## config.mk

```make
export PLATFORM = sky130hd
export DESIGN_NAME = instruction_fetch_unit
export DESIGN_NICKNAME = d
export VERILOG_FILES = /design/src/rtl/instruction_fetch_unit.sv
export SDC_FILE = /design/constraint.sdc
export NUM_CORES = 1
export LEC_CHECK = 0
export BUFFER_PORTS_ARGS = -buffer_cell sky130_fd_sc_hd__buf_4
export CAP_MARGIN = 20
export CORE_AREA = 2 2 117 119
export CTS_CLUSTER_DIAMETER = 40
export CTS_CLUSTER_SIZE = 28
export DETAILED_ROUTE_END_ITERATION = 6
export DIE_AREA = 0 0 119 121
export GPL_TIMING_DRIVEN = 1
export PLACE_DENSITY = 0.78
export SYNTH_ARGS = -nofsm -noshare
export SYNTH_HDL_FRONTEND = slang
export SYNTH_SLANG_ARGS = --single-unit
```

## constraint.sdc

```tcl
create_clock -name clk -period 5 [get_ports clk]
set_clock_uncertainty 0.05 [all_clocks]
set_input_delay 1 -clock clk [delete_from_list [all_inputs] [get_ports clk]]
set_output_delay 1 -clock clk [all_outputs]
set_load 0.03 [all_outputs]
```

## src/rtl/instruction_fetch_unit.sv

```systemverilog
// instruction_fetch_unit: holds the PC and fetches one instruction per step over a req/ack handshake
// Ports:
//    clk, rst_n                    clock and asynchronous active-low reset
//    imem_req/addr/ack/rdata       instruction memory read handshake
//    instrn, instrn_opcode, instrn_valid   registered instruction and its opcode field
//    pc, address_plus_4, branch_address, jump_address, sign_ext_out   current PC and candidate next addresses
//    next_pc, next_pc_accept       consumer hand-off of the next PC
//    fetch_err                     sticky error: fetch timeout or misaligned next_pc
module instruction_fetch_unit #(
   parameter logic [31:0] RESET_PC      = 32'h0000_0000,
   parameter int          FETCH_TIMEOUT = 16
) (
   input  logic        clk,
   input  logic        rst_n,
   output logic        imem_req,
   output logic [31:0] imem_addr,
   input  logic        imem_ack,
   input  logic [31:0] imem_rdata,
   output logic [31:0] instrn,
   output logic [5:0]  instrn_opcode,
   output logic        instrn_valid,
   output logic [31:0] pc,
   output logic [31:0] address_plus_4,
   output logic [31:0] branch_address,
   output logic [31:0] jump_address,
   output logic [31:0] sign_ext_out,
   input  logic [31:0] next_pc,
   input  logic        next_pc_accept,
   output logic        fetch_err
);
   localparam int CW = $clog2(FETCH_TIMEOUT);
   typedef enum logic [1:0] {FETCH, HOLD, ERR} state_t;
   state_t        state;
   logic [CW-1:0] cnt;
   always_ff @(posedge clk or negedge rst_n)
      if (!rst_n) begin
         state  <= FETCH;
         pc     <= RESET_PC;
         instrn <= '0;
         cnt    <= '0;
      end else
         case (state)
            FETCH:
               if (imem_ack) begin
                  instrn <= imem_rdata;
                  cnt    <= '0;
                  state  <= HOLD;
               end else if (cnt == CW'(FETCH_TIMEOUT - 1))
                  state <= ERR;
               else
                  cnt <= cnt + 1'b1;
            HOLD:
               if (next_pc_accept) begin
                  if (next_pc[1:0] == 2'b00) begin
                     pc    <= next_pc;
                     state <= FETCH;
                  end else
                     state <= ERR;
               end
            default: state <= ERR;
         endcase
   // reset state is FETCH, so the request is masked while reset is held
   assign imem_req       = rst_n && state == FETCH;
   assign imem_addr      = pc;
   assign instrn_valid   = state == HOLD;
   assign fetch_err      = state == ERR;
   assign instrn_opcode  = instrn[31:26];
   assign sign_ext_out   = {{16{instrn[15]}}, instrn[15:0]};
   assign address_plus_4 = pc + 32'd4;
   assign branch_address = address_plus_4 + {sign_ext_out[29:0], 2'b00};
   assign jump_address   = {address_plus_4[31:28], instrn[25:0], 2'b00};
endmodule

```

==> results of run 1 <==
## power groups by stage
stage,logic (mW),registers [mW],clock network (mW)
floorplan,0.00475,0.577,0
global placement,0.0554,0.577,0
detailed placement,0.0563,0.577,0
CTS,0.0565,0.566,0.712
global route,0.0616,0.566,0.740
finish,0.0552,0.566,0.695
## state kept, by name (all words and copies together) (netlist names)
signal,flops
cnt,4
imem_addr,32
instrn,32
state,2
## what timing repair did
action / in CTS / in global routing
setup buffers: 0 / 1
endpoints found under the setup margin: 4 / 7
gates resized for setup: 3 / 17
pin swaps: 0 / 1
## worst max-delay path, cell delays in order (launching register included)
cell      delay, ps
dfrtp_2         420
and4_4          250
and4_4          260
nand4_4         160
nor2_2          230
nand4_1         170
xnor2_2         180
ha_1            370
and3_1          240
a31oi_1         210
or3b_2          460
o311ai_1        140
xnor2_1         180
buf_4           190
## cell usage after synthesis (7+ instances only)
master    number
xnor2_1       42
nand3_1       17
nand4_1       16
a21o_1         7
buf_2          7
xor2_1        14
nor3_1        10
a21oi_1       38
o21bai_1       9
dfrtp_1       70
nor2_1        34
and3_1         7
buf_4        106
mux2_2        62
ha_1          34
inv_1          7
nand2_1       50
o21ai_0       21
## path summary, 6_finish.rpt
kind,start,to,slack [ps],cells past startpoint
min,instrn[26],instrn[26],490,1
min in group asynchronous,rst_n,imem_addr[0],850,2
max reg2reg,state[0],imem_addr[10],2770,4
max,imem_addr[12],branch_address[31],170,13
min reg2reg,instrn[26],instrn[26],490,1
max in group asynchronous,rst_n,imem_addr[13],3400,2
## stage by stage
step	instance area [sq um]	hold WS, ps
floorplan	5770	447
global placement	7410	473
detailed placement	7410	476
CTS	7740	495
global route	7820	509
finish	7820	493
## per-layer routing
layer / up-vias / global-route usage, % / wire [microns]
met5: - / 0 / 0
met4: 0 / 8.71 / 409
met3: 26 / 4.51 / 1030
met2: 212 / 37.7 / 8330
met1: 2442 / 29.7 / 7360
li1: 2445 / - / -
## cell families (layout without fill, tap and decap cells)
| group | Yosys count | in the layout |
|---|---|---|
| other | 1 | 2 |
| multiplexers | 63 | 63 |
| XOR/XNOR | 56 | 56 |
| adder cells (fa/ha/maj) | 35 | 35 |
| buffers and inverters | 129 | 329 |
| AND/OR/NAND/NOR | 153 | 153 |
| flip-flops | 70 | 70 |
| AO/OA/AOI/OAI | 103 | 103 |
## cell type report
class	count	area [sq um]	share of cell area (%)
Multi-Input combinational cell	412	3190	40.9
Clock inverter	5	85.1	1.09
Inverter	7	26.3	0.336
Sequential cell	70	1760	22.5
Clock buffer	10	229	2.93
Tap cell	176	220	2.82
Timing Repair Buffer	307	2300	29.5
==> results.sh, run 1 <==
export IMPL_run_status="finished clean"
export IMPL_place_ws_ps=305
export IMPL_fin_tns_setup_ps=0
export IMPL_grt_ovfl_total=0
export IMPL_core_area_sq_um=13100
export IMPL_p_int_mw=1.04
export IMPL_grt_usage_pct=22.8
export IMPL_drcViolationCount=0
export IMPL_numPortBuffers=298
export IMPL_ctsHoldBuffers=0
export IMPL_yosys_area_share_adder_pct=7.76
export IMPL_synth_main_ff_cell="dfrtp_1"
export IMPL_ys_seq_area_share_pct=30.5
export IMPL_final_nets=910
export IMPL_period_share_pct=96.6
export IMPL_netlist_top_cells_area="dfrtp_1, buf_4, mux2_2"
export IMPL_syn_inst=610
export IMPL_yosys_area_top_type_share_pct=30.5
export IMPL_cp_required_ps=3950
export IMPL_clkLatencyLatePin_ps=330
export IMPL_start_util_pct=43.8
export IMPL_worstPathMaxFanout=6
export IMPL_synth_seq_cells=70
export IMPL_synth_warnings=0
export IMPL_synth_avg_cell_area_sq_um=9.40
export IMPL_synth_edff_count=0
export IMPL_grt_first_pass_wirelength_microns=25800
export IMPL_finalPower_mw=1.32
export IMPL_place_inst=971
export IMPL_cts_sinks=70
export IMPL_vias=5125
export IMPL_fin_util_pct=59.7
export IMPL_layout_common_cells="buf_4, dfrtp_1, mux2_2"
export IMPL_cts_max_path_buffers=2
export IMPL_antenna_cells=0
export IMPL_power_switching_mw=0.280
export IMPL_clkPwrFrac_pct=52.8
export IMPL_fillers=1145
export IMPL_dpl_hpwl_microns=13600
export IMPL_cts_reportedPaths_clkPinSlew_ps=60
export IMPL_startpoint_type="flip-flop"
export IMPL_instances_no_fill=987
export IMPL_via_per_inst=5.19
export IMPL_yosysUniqueCellTypes=57
export IMPL_syn_to_final_growth_pct=36.2
export IMPL_final_min_clock_period_ps=4830
export IMPL_final_common_cell="buf_4"
export IMPL_syn_cell_area_sq_um=5740
export IMPL_pwr_share_seq_pct=43.0
export IMPL_cts_htree_levels=3
export IMPL_layout_setup_ws_ps=170
export IMPL_grt_pass1_vias=4858
export IMPL_antenna_found_initial=0
export IMPL_vdd_drop_max_mv=0.160
export IMPL_cts_buffers=9
export IMPL_cp_end_kind="output pin"
export IMPL_holdCritPathClass="reg -> reg"
export IMPL_grt_start_max_net_pins=71
export IMPL_layout_drive_gt1_share_pct=51.5
export IMPL_cts_root_buf="clkbuf_16"
export IMPL_num_rows=42
export IMPL_first_pass_iters=4
export IMPL_synth_top_family_by_area="buffers and inverters"
export IMPL_die_h_microns=121
export IMPL_finalMaxSlewViolations=0
export IMPL_pin_count=301
export IMPL_p_per_area_nw_per_um2=168
export IMPL_p_leak_nw=4.34
export IMPL_switching_share_pct=21.3
export IMPL_slew_headroom_pct=39.0
export IMPL_wl_microns=17100
export IMPL_synth_compound_area_share_pct=11.6
export IMPL_p_comb_share_pct=4.2
export IMPL_die_w_microns=119
export IMPL_wl_per_cell_microns=17.4
export IMPL_hold_viol=0
export IMPL_critical_path_class="reg -> out"
export IMPL_cts_tree="done"
export IMPL_synthSimpleGateAreaFrac_pct=13.3
export IMPL_dieArea_sq_um=14400
export IMPL_ant_nets=0
export IMPL_worstMarginPinSlew_ps=915
export IMPL_place_gp_congestion=0.969
export IMPL_rsz0062_at_grt="true"
export IMPL_setup_violations=0
export IMPL_fmax_mhz=207
export IMPL_yosysTopAreaCell="dfrtp_1"
export IMPL_maxCapViolations=0
export IMPL_drtIter0Drc=297
export IMPL_synthMuxAreaShare_pct=12.3
export IMPL_yosys_area_share_xor_xnor_pct=8.55
export IMPL_worstPathArrival_ps=3780
export IMPL_async_flop_share_pct=100
Power figures use the tool's default switching activity.
==> run 2, diff against run 1 <==
- CTS_BUF_LIST: unset -> sky130_fd_sc_hd__clkbuf_4 sky130_fd_sc_hd__clkbuf_8
==> results.sh, run 2 (synthesis gave the netlist of run 1 again) <==
export IMPL_run_status="finished clean"
export IMPL_cts_reportedPaths_clkPinSlew_ps=70
export IMPL_slew_headroom_pct=38.7
export IMPL_cts_tree="done"
export IMPL_holdCritPathClass="reg -> reg"
export IMPL_fin_util_pct=59.0
export IMPL_clkLatencyLatePin_ps=360
export IMPL_crit_path_end="branch_address[31]"
export IMPL_crit_path_frequent_cell="and4_4"
export IMPL_cts_root_buf="clkbuf_8"
export IMPL_cp_end_kind="output pin"
export IMPL_cp_required_ps=3950
export IMPL_cp_startpoint="imem_addr[12]"
export IMPL_wl_microns=17200
export IMPL_cts_htree_levels=3
export IMPL_instances_no_fill=987
export IMPL_r2r_end="imem_addr[10]"
export IMPL_cts_buffers=9
export IMPL_final_common_cell="buf_4"
export IMPL_cp_top_family="simple AND/OR/NAND/NOR gates"
export IMPL_via_per_inst=5.20
export IMPL_ant_nets=0
export IMPL_critical_path_class="reg -> out"
export IMPL_die_w_microns=119
export IMPL_grt_pass1_vias=4866
export IMPL_start_util_pct=43.8
export IMPL_place_gp_congestion=0.969
export IMPL_vdd_drop_max_mv=0.157
export IMPL_p_per_area_nw_per_um2=148
export IMPL_final_nets=910
export IMPL_grt_first_pass_wirelength_microns=25800
export IMPL_hold_depth=1
export IMPL_antenna_cells=0
export IMPL_die_h_microns=121
export IMPL_dieArea_sq_um=14400
export IMPL_startpoint_type="flip-flop"
export IMPL_finalMaxSlewViolations=0
export IMPL_setup_violations=0
export IMPL_r2r_start="state[0]"
export IMPL_antenna_found_initial=0
export IMPL_place_ws_ps=305
export IMPL_cpPeakStageDelay_ps=460
export IMPL_crit_chain="and4_4 -> and4_4 -> nand4_4 -> nor2_2 -> nand4_1 -> xnor2_2 -> ha_1 -> and3_1 -> a31oi_1 -> or3b_2 -> o311ai_1 -> xnor2_1 -> buf_4"
export IMPL_cts_max_path_buffers=2
export IMPL_p_leak_nw=4.29
export IMPL_cp_slowest_cell="or3b_2"
export IMPL_syn_to_final_growth_pct=34.5
export IMPL_wl_per_cell_microns=17.4
export IMPL_vias=5129
export IMPL_worstPathArrival_ps=3810
export IMPL_period_share_pct=97.2
export IMPL_layout_setup_ws_ps=139
export IMPL_grt_start_max_net_pins=71
export IMPL_final_min_clock_period_ps=4860
export IMPL_whs_ps=498
export IMPL_hold_viol=0
export IMPL_dpl_hpwl_microns=13600
export IMPL_cts_sinks=70
export IMPL_num_rows=42
export IMPL_drcViolationCount=0
export IMPL_layout_drive_gt1_share_pct=51.7
export IMPL_path_buf_inv=1
export IMPL_fmax_mhz=206
export IMPL_worstPathMaxFanout=6
export IMPL_worstMarginPinSlew_ps=919
export IMPL_grt_ovfl_total=0
export IMPL_finalPower_mw=1.15
export IMPL_place_inst=971
export IMPL_core_area_sq_um=13100
export IMPL_grt_usage_pct=22.9
export IMPL_drtIter0Drc=300
export IMPL_crit_cells=13
export IMPL_layout_common_cells="buf_4, dfrtp_1, mux2_2"
export IMPL_numPortBuffers=298
export IMPL_first_pass_iters=4
export IMPL_maxCapViolations=0
export IMPL_ff2ff_setup_slack_ps=2770
export IMPL_pin_count=301
export IMPL_reg2reg_depth=4
export IMPL_rsz0062_at_grt="true"
run 2: routing by layer:
layer	part of all wire (%)	up-vias	GRT usage [%]	wire, microns
li1	-	2438	-	-
met1	42	2455	29.8	7290
met2	49	208	37.4	8370
met3	6.1	28	4.18	1050
met4	2.7	0	10.3	469
met5	0	-	0	0
run 2: worst reg2reg max path, delay by kind of cell, from the launching register on:
kind | cells | cell delay, ps
buffers and inverters | 1 | 470
muxes | 1 | 310
and+or+nand+nor | 2 | 860
DFF | 1 | 430
run 2: area by class of cell:
| class | instances | area, sq um |
|---|---|---|
| fillers | 1152 | 5370 |
| flip-flops and latches | 70 | 1760 |
| multi-input cells | 412 | 3190 |
| clock buffers | 10 | 131 |
| well taps | 176 | 220 |
| inverters | 7 | 26.3 |
| repair buffers | 307 | 2300 |
| clock inverters | 5 | 85.1 |
run 2: power breakdown:
| part | leakage [nW] | internal [mW] | switching [mW] |
|---|---|---|---|
| registers | 0.946 | 0.566 | 0 |
| logic | 3.24 | 0.0339 | 0.0214 |
| clock network | 0.106 | 0.286 | 0.239 |
| total | 4.29 | 0.885 | 0.261 |
run 2: worst min path at each step:
stage,end,startpoint
after CTS,instrn[24],instrn[24]
final,instrn[24],instrn[24]
after global placement,instrn[26],instrn[26]
after floorplan,cnt[1],cnt[1]
after detailed placement,instrn[17],instrn[17]
after global routing,instrn[27],instrn[27]
run 2: metrics by stage:
| step | area, sq um | TNS [ps] |
|---|---|---|
| 2_1_floorplan | 5770 | 0 |
| 3_3_place_gp | 7410 | 0 |
| 3_5_place_dp | 7410 | 0 |
| 4_1_cts | 7650 | 0 |
| 5_1_grt | 7720 | -271 |
| 6_report | 7720 | 0 |
run 2: timing repair:
item                                    in CTS  in global routing
endpoints found under the setup margin       5                  8
cloned                                       0                  0
pin swaps                                    0                  1
buffers inserted                             0                  1
resized for setup                            5                 14
hold buffers                                 0                  0
